===== config.mk =====
export PLATFORM = sky130hd
export DESIGN_NAME = counter_sequencer
export DESIGN_NICKNAME = d
export VERILOG_FILES = /design/src/rtl/counter_sequencer.sv
export SDC_FILE = /design/constraint.sdc
export NUM_CORES = 1
export LEC_CHECK = 0
export CORE_ASPECT_RATIO = 0.75
export CORE_UTILIZATION = 43
export CTS_CLUSTER_DIAMETER = 50
export CTS_CLUSTER_SIZE = 40
export DETAILED_ROUTE_END_ITERATION = 12
export GPL_TIMING_DRIVEN = 0
export PLACE_DENSITY = 0.79
export SETUP_SLACK_MARGIN = 0.2
export SLEW_MARGIN = 20
export SYNTH_ARGS = -nofsm -noshare
export SYNTH_HDL_FRONTEND = slang
export SYNTH_SLANG_ARGS = --single-unit

===== constraint.sdc =====
create_clock -name clk -period 1.6 [get_ports clk]
set_input_delay 0.48 -clock clk [delete_from_list [all_inputs] [get_ports clk]]
set_output_delay 0.48 -clock clk [all_outputs]
set_load 0.02 [all_outputs]

===== src/rtl/counter_sequencer.sv =====
// counter_sequencer: prescaled up-counter sequencer with a valid/ready config handshake,
// start/stop strobes, and per-increment tick / terminal-count done reporting.
module counter_sequencer #(
    parameter int WIDTH   = 4,
    parameter int PRESC_W = 4
) (
    input  logic               clk,
    input  logic               rst_n,
    input  logic               cfg_valid,
    output logic               cfg_ready,
    input  logic [WIDTH-1:0]   cfg_limit,
    input  logic [PRESC_W-1:0] cfg_prescale,
    input  logic               cfg_mode,
    input  logic               start,
    input  logic               stop,
    output logic [WIDTH-1:0]   count,
    output logic               busy,
    output logic               tick,
    output logic               done
);
    typedef enum logic [1:0] {IDLE, ARMED, RUN, DONE} state_t;

    state_t             state;
    logic [PRESC_W-1:0] pre;
    logic [PRESC_W-1:0] presc_r;
    logic [WIDTH-1:0]   limit_r;
    logic               mode_r;
    logic               cfg_fire;

    assign busy      = (state == RUN);
    assign cfg_ready = (state != RUN);
    assign cfg_fire  = cfg_valid && cfg_ready;
    // stop suppresses a same-cycle tick, so no increment or done can slip through
    assign tick      = (state == RUN) && (pre == presc_r) && !stop;
    assign done      = tick && (count == limit_r);

    always_ff @(posedge clk or negedge rst_n) begin
        if (!rst_n) begin
            state   <= IDLE;
            count   <= '0;
            pre     <= '0;
            limit_r <= '0;
            presc_r <= '0;
            mode_r  <= 1'b0;
        end else if (cfg_fire) begin
            // config is only accepted outside RUN and always wins over start
            limit_r <= cfg_limit;
            presc_r <= cfg_prescale;
            mode_r  <= cfg_mode;
            count   <= '0;
            state   <= ARMED;
        end else begin
            case (state)
                ARMED, DONE: if (start) begin
                    count <= '0;
                    pre   <= '0;
                    state <= RUN;
                end
                RUN: if (stop) begin
                    pre   <= '0;
                    state <= ARMED;
                end else begin
                    pre <= (pre == presc_r) ? '0 : pre + 1'b1;
                    if (done) begin
                        if (mode_r) count <= '0;
                        else        state <= DONE;
                    end else if (tick) begin
                        count <= count + 1'b1;
                    end
                end
                default: ;
            endcase
        end
    end
endmodule


Word level (Yosys, flattened, before mapping)
Index checks and enable logic that the tools add are counted.
{ "op_classes": {"add_sub_neg": 2, "n_eq_ne": 13, "bitwise": 1, "reduce_logical": 11, "n_mux": 16} }
{ "ops": {"columns": ["cell", "count"], "rows": [
  ["4-bit 2-to-1 mux", 8],
  ["4-bit one-hot mux with 2 select lines", 2],
  ["2-bit 2-to-1 mux", 5],
  ["4-bit by 1-bit adder with 4-bit output, second input constant", 2],
  ["4-bit == test", 2],
  ["4-bit by 2-bit != test with 1-bit output, second input constant", 2],
  ["5-bit AND reduction", 1],
  ["2-bit == test, second input constant", 2],
  ["1-bit logical AND", 4],
  ["2-bit != test, second input constant", 2],
  ["4-bit by 1-bit != test with 1-bit output, second input constant", 1],
  ["4-bit by 3-bit != test with 1-bit output, second input constant", 1],
  ["2-bit one-hot mux with 2 select lines", 1],
  ["4-bit AND reduction", 1],
  ["3-bit by 2-bit != test with 1-bit output, second input constant", 1],
  ["3-bit != test, second input constant", 1],
  ["3-bit AND reduction", 1],
  ["3-bit nonzero test", 1],
  ["2-bit by 1-bit == test with 1-bit output, second input constant", 1],
  ["2-bit nonzero test", 1],
  ["2-bit OR reduction", 1],
  ["1-bit zero test", 1],
  ["1-bit inverter", 1]
]} }
{ "totals": {"ff_bits": 19, "elab_cells": 49, "out_inout_bits": 8, "in_bits": 14} }

Longest topological paths before layout
{ "logic_depth": {"ltp_word": 8, "ltp_mapped": 5, "depth_no_buf": 5} }

Worst setup path after synthesis
No wires, ideal clock.
{ "synth_timing": {"path_type": "flip-flop to output port", "from": "register pre[1]", "to": "output done", "path_buffers": 0, "arrival_time_ps": 1305, "required_time_ps": 1120, "stages_incl_launch_ff": 5, "path_slack_ps": -185, "path_cell_list": "dfrtp_1 > xor2_1 > nor4_4 > nand2_2 > nor2_1"} }
{ "synth_between": {"elab_chain_len": 4} }
{ "synth_rtl": {"columns": ["item", "line_no", "source"], "rows": [
  ["start: declaration", "24", "logic [PRESC_W-1:0] pre;"],
  ["start signal: assignment", "63", "pre <= (pre == presc_r) ? '0 : pre + 1'b1;"],
  ["4-bit == test", "34", "assign tick = (state == RUN) && (pre == presc_r) && !stop;"],
  ["1-bit logical AND (2 in series)", "34", null],
  ["1-bit logical AND", "35", "assign done = tick && (count == limit_r);"],
  ["end: declaration", "19", "output logic done"]
]} }
Every way passes these cells.

Final worst setup path
{ "layout_timing": {"from": "register pre[0]", "to": "output done"} }
The elaborated chain is that of the path after synthesis.

==> results.sh <==
export IMPL_numCtsBuffers=3
export IMPL_dr_wl_met2_um=1100
export IMPL_synth_edf_count=0
export IMPL_initialDrtViolationCount=52
export IMPL_synthFlopType="dfrtp_1"
export IMPL_die_area_um2=2420
export IMPL_register_area_um2=480
export IMPL_grt_pass1_wl_um=3920
export IMPL_synth_largest_area_cell="dfrtp_1"
export IMPL_maxSlewViolCount=0
export IMPL_port_buffers=21
export IMPL_cp_start_kind="flop"
export IMPL_synth_compound_area_share_pct=11.4
export IMPL_synthMuxAreaShare_pct=11.8
export IMPL_gr_total_overflow=0
export IMPL_post_dp_hpwl_um=1370
export IMPL_worstPathArrival_ns=1.58
export IMPL_holdCritPathClass="in -> async"
export IMPL_fill_cells=162
export IMPL_fin_ws_ns=-0.458
export IMPL_final_net_count=143
export IMPL_diodes=0
export IMPL_synthTopCellsByArea="dfrtp_1 (50%), mux2_2 (12%), xor2_1 (4.6%)"
export IMPL_synthXorXnorAreaFrac_pct=8.25
export IMPL_synthAdderAreaFrac_pct=2.62
export IMPL_top_layer="met4"
export IMPL_cpPeakStageDelay_ns=0.47
export IMPL_period_share_pct=129
export IMPL_synth_most_common_cell="dfrtp_1"
export IMPL_htreeDepth=1
export IMPL_insertion_delay_ns=0.30
export IMPL_netlist_area_um2=956
export IMPL_totalNegativeSetupSlack_ns=-2.89
export IMPL_antenna_found_initial=0
export IMPL_wl_met1_um=1010
export IMPL_dr_pass1_iters=4
export IMPL_grt_util_all_layers_pct=22.4
export IMPL_reg2reg_from="pre[0]$_DFFE_PN0P_"
export IMPL_relSlewSlack_pct=44.0
export IMPL_grt_max_degree=20
export IMPL_ioPinCount=22
export IMPL_cts_tree="built"
export IMPL_synthArstFlopShare_pct=100
export IMPL_grt_pass1_vias=801
export IMPL_num_rows=14
export IMPL_peakVddDrop_mv=0.595
export IMPL_violations="negative setup slack"
export IMPL_dieWidth_um=56.4
export IMPL_r2r_worst_path_cells=8
export IMPL_synth_common_cells="dfrtp_1 (19), mux2_2 (10), o21ai_0 (6), nand2_1 (5), xor2_1 (5)"
export IMPL_maxCapViolCount=0
export IMPL_cellLeakagePower_nw=0.679
export IMPL_synthSimpleGateAreaFrac_pct=14.7
export IMPL_finalHoldViolCount=0
export IMPL_synth_cell_types=28
export IMPL_worstMarginPinSlew_ns=0.839
export IMPL_clock_path_buffers=2
export IMPL_p_per_area_nw_per_um2=728
export IMPL_core_um2=2050
export IMPL_via_per_inst=5.23
export IMPL_cp_required_ns=1.12
export IMPL_clk_pin_slew_ns=0.10
export IMPL_crit_type="reg -> out"
export IMPL_worst_setup_path_end_kind="output port"
export IMPL_yosys_warnings=0
export IMPL_postRouteWirelength_um=2310
export IMPL_cts_root_buf="clkbuf_4"
export IMPL_area_growth_pct=52.0
export IMPL_synth_top_area_share_pct=49.7
export IMPL_route_detailed_drc=0
export IMPL_fin_skew_ns=0.00830
export IMPL_setup_viol=8
export IMPL_multiInputGateArea_um2=514
export IMPL_syn_area_per_cell_um2=11.5
export IMPL_dp_slack_ns=-0.862
export IMPL_fp_dieH_um=42.8
export IMPL_layout_min_cycle_time_ns=2.06
export IMPL_wl_per_cell_um=15.4
export IMPL_fmax_mhz=486
export IMPL_crit_slowest_cell="dfrtp_2"
export IMPL_gp_congestion=0.763
export IMPL_synth_seq_cells=19
export IMPL_path_max_fanout=4
export IMPL_syn_inst=83
export IMPL_syn_nets=99
export IMPL_clkSinkCount=19
export IMPL_path_cells="xor2_2 > nor4_4 > nand2_2 > nor2_2 > buf_6"
export IMPL_yosysSeqAreaShare_pct=49.7
export IMPL_status="finished with violations"
export IMPL_r2r_setup_slack_ns=-0.45
export IMPL_worst_r2r_endpoint="count[2]$_DFFE_PN0P_"
export IMPL_synth_top_family_by_area="simple AND/OR/NAND/NOR gates"
export IMPL_start_util_pct=46.6
export IMPL_drive_above_1_share_pct=46.0
export IMPL_wl_met3_um=166
export IMPL_drtAntennaViolNets=0
export IMPL_rsz0062_at_grt="yes"
export IMPL_vias=785
## through the flow
step           std cells  hold slack, ns  util (%)  area, um2  total power [mW]
4_1_cts              147           0.546      68.9       1410              1.04
2_1_floorplan         83           0.184         -        963             0.687
3_5_place_dp         128           0.523      58.7       1200             0.767
3_3_place_gp         128           0.514      58.7       1200             0.756
6_report             150           0.264      70.9       1450              1.06
5_1_grt              150           0.322      70.9       1450              1.12
## worst max-delay path by stage
stage | start | end | slack, ns | cells past startpoint
floorplan | pre[2]$_DFFE_PN0P_ | done | -0.11 | 4
global placement | stop | done | -0.85 | 5
detailed placement | stop | done | -0.86 | 5
CTS | pre[1]$_DFFE_PN0P_ | done | -0.45 | 5
global route | pre[0]$_DFFE_PN0P_ | done | -0.54 | 5
finish | pre[0]$_DFFE_PN0P_ | done | -0.46 | 5
## flip-flops by register name (all words and copies together) (netlist names)
register,flops
count,4
limit_r,4
pre,4
presc_r,4
state,2
mode_r,1
## power by group
part           internal (mW)  total [mW]  switching (mW)
Clock                 0.0972       0.238           0.141
Combinational          0.143       0.251           0.108
Sequential             0.525       0.568          0.0427
Total                  0.765        1.06           0.292
## what timing repair did
| action | CTS | global route |
|---|---|---|
| hold buffers | 0 | 0 |
| setup endpoints to repair | 26 | 20 |
| resized for setup | 65 | 5 |
| setup buffers | 15 | 3 |
| pin swaps | 5 | 2 |
## worst max-delay path: cells and delay by family (launching register included)
| family | cells | cell delay [ns] |
|---|---|---|
| AND/OR/NAND/NOR | 3 | 0.51 |
| XOR/XNOR | 1 | 0.17 |
| flip-flops | 1 | 0.47 |
| buffers and inverters | 1 | 0.12 |
## cell families after synthesis
family,Yosys count
buffers and inverters,4
and+or+nand+nor,23
DFF,19
AOI/OAI and AO/OA,16
muxes,10
xor gates and xnor gates,9
adders and majority gates,2
## final cells by class
class	instances	area share (%)
multi-input combinational	60	35.4
sequential	19	33.1
timing repair buffer	39	26.4
tap	24	2.07
clock buffer	4	1.81
inverter	4	1.21
## placed cells by master, fill, tap and decap left out, drive strengths merged, types with 4 or more instances in the layout
master,n
buf,26
dfrtp,19
clkdlybuf4s50,12
mux2,10
o21ai,6
nand2,6
xor2,5
xnor2,4
inv,4
clkbuf,4
nor2,4
## per-layer routing
metal  vias to the layer above  track usage [%]
met4                         0             8.29
met2                        36             35.5
met1                       367             29.8
met5                         -                0
li1                        377                -
met3                         5             5.49
(Power assumes the default switching activity.)
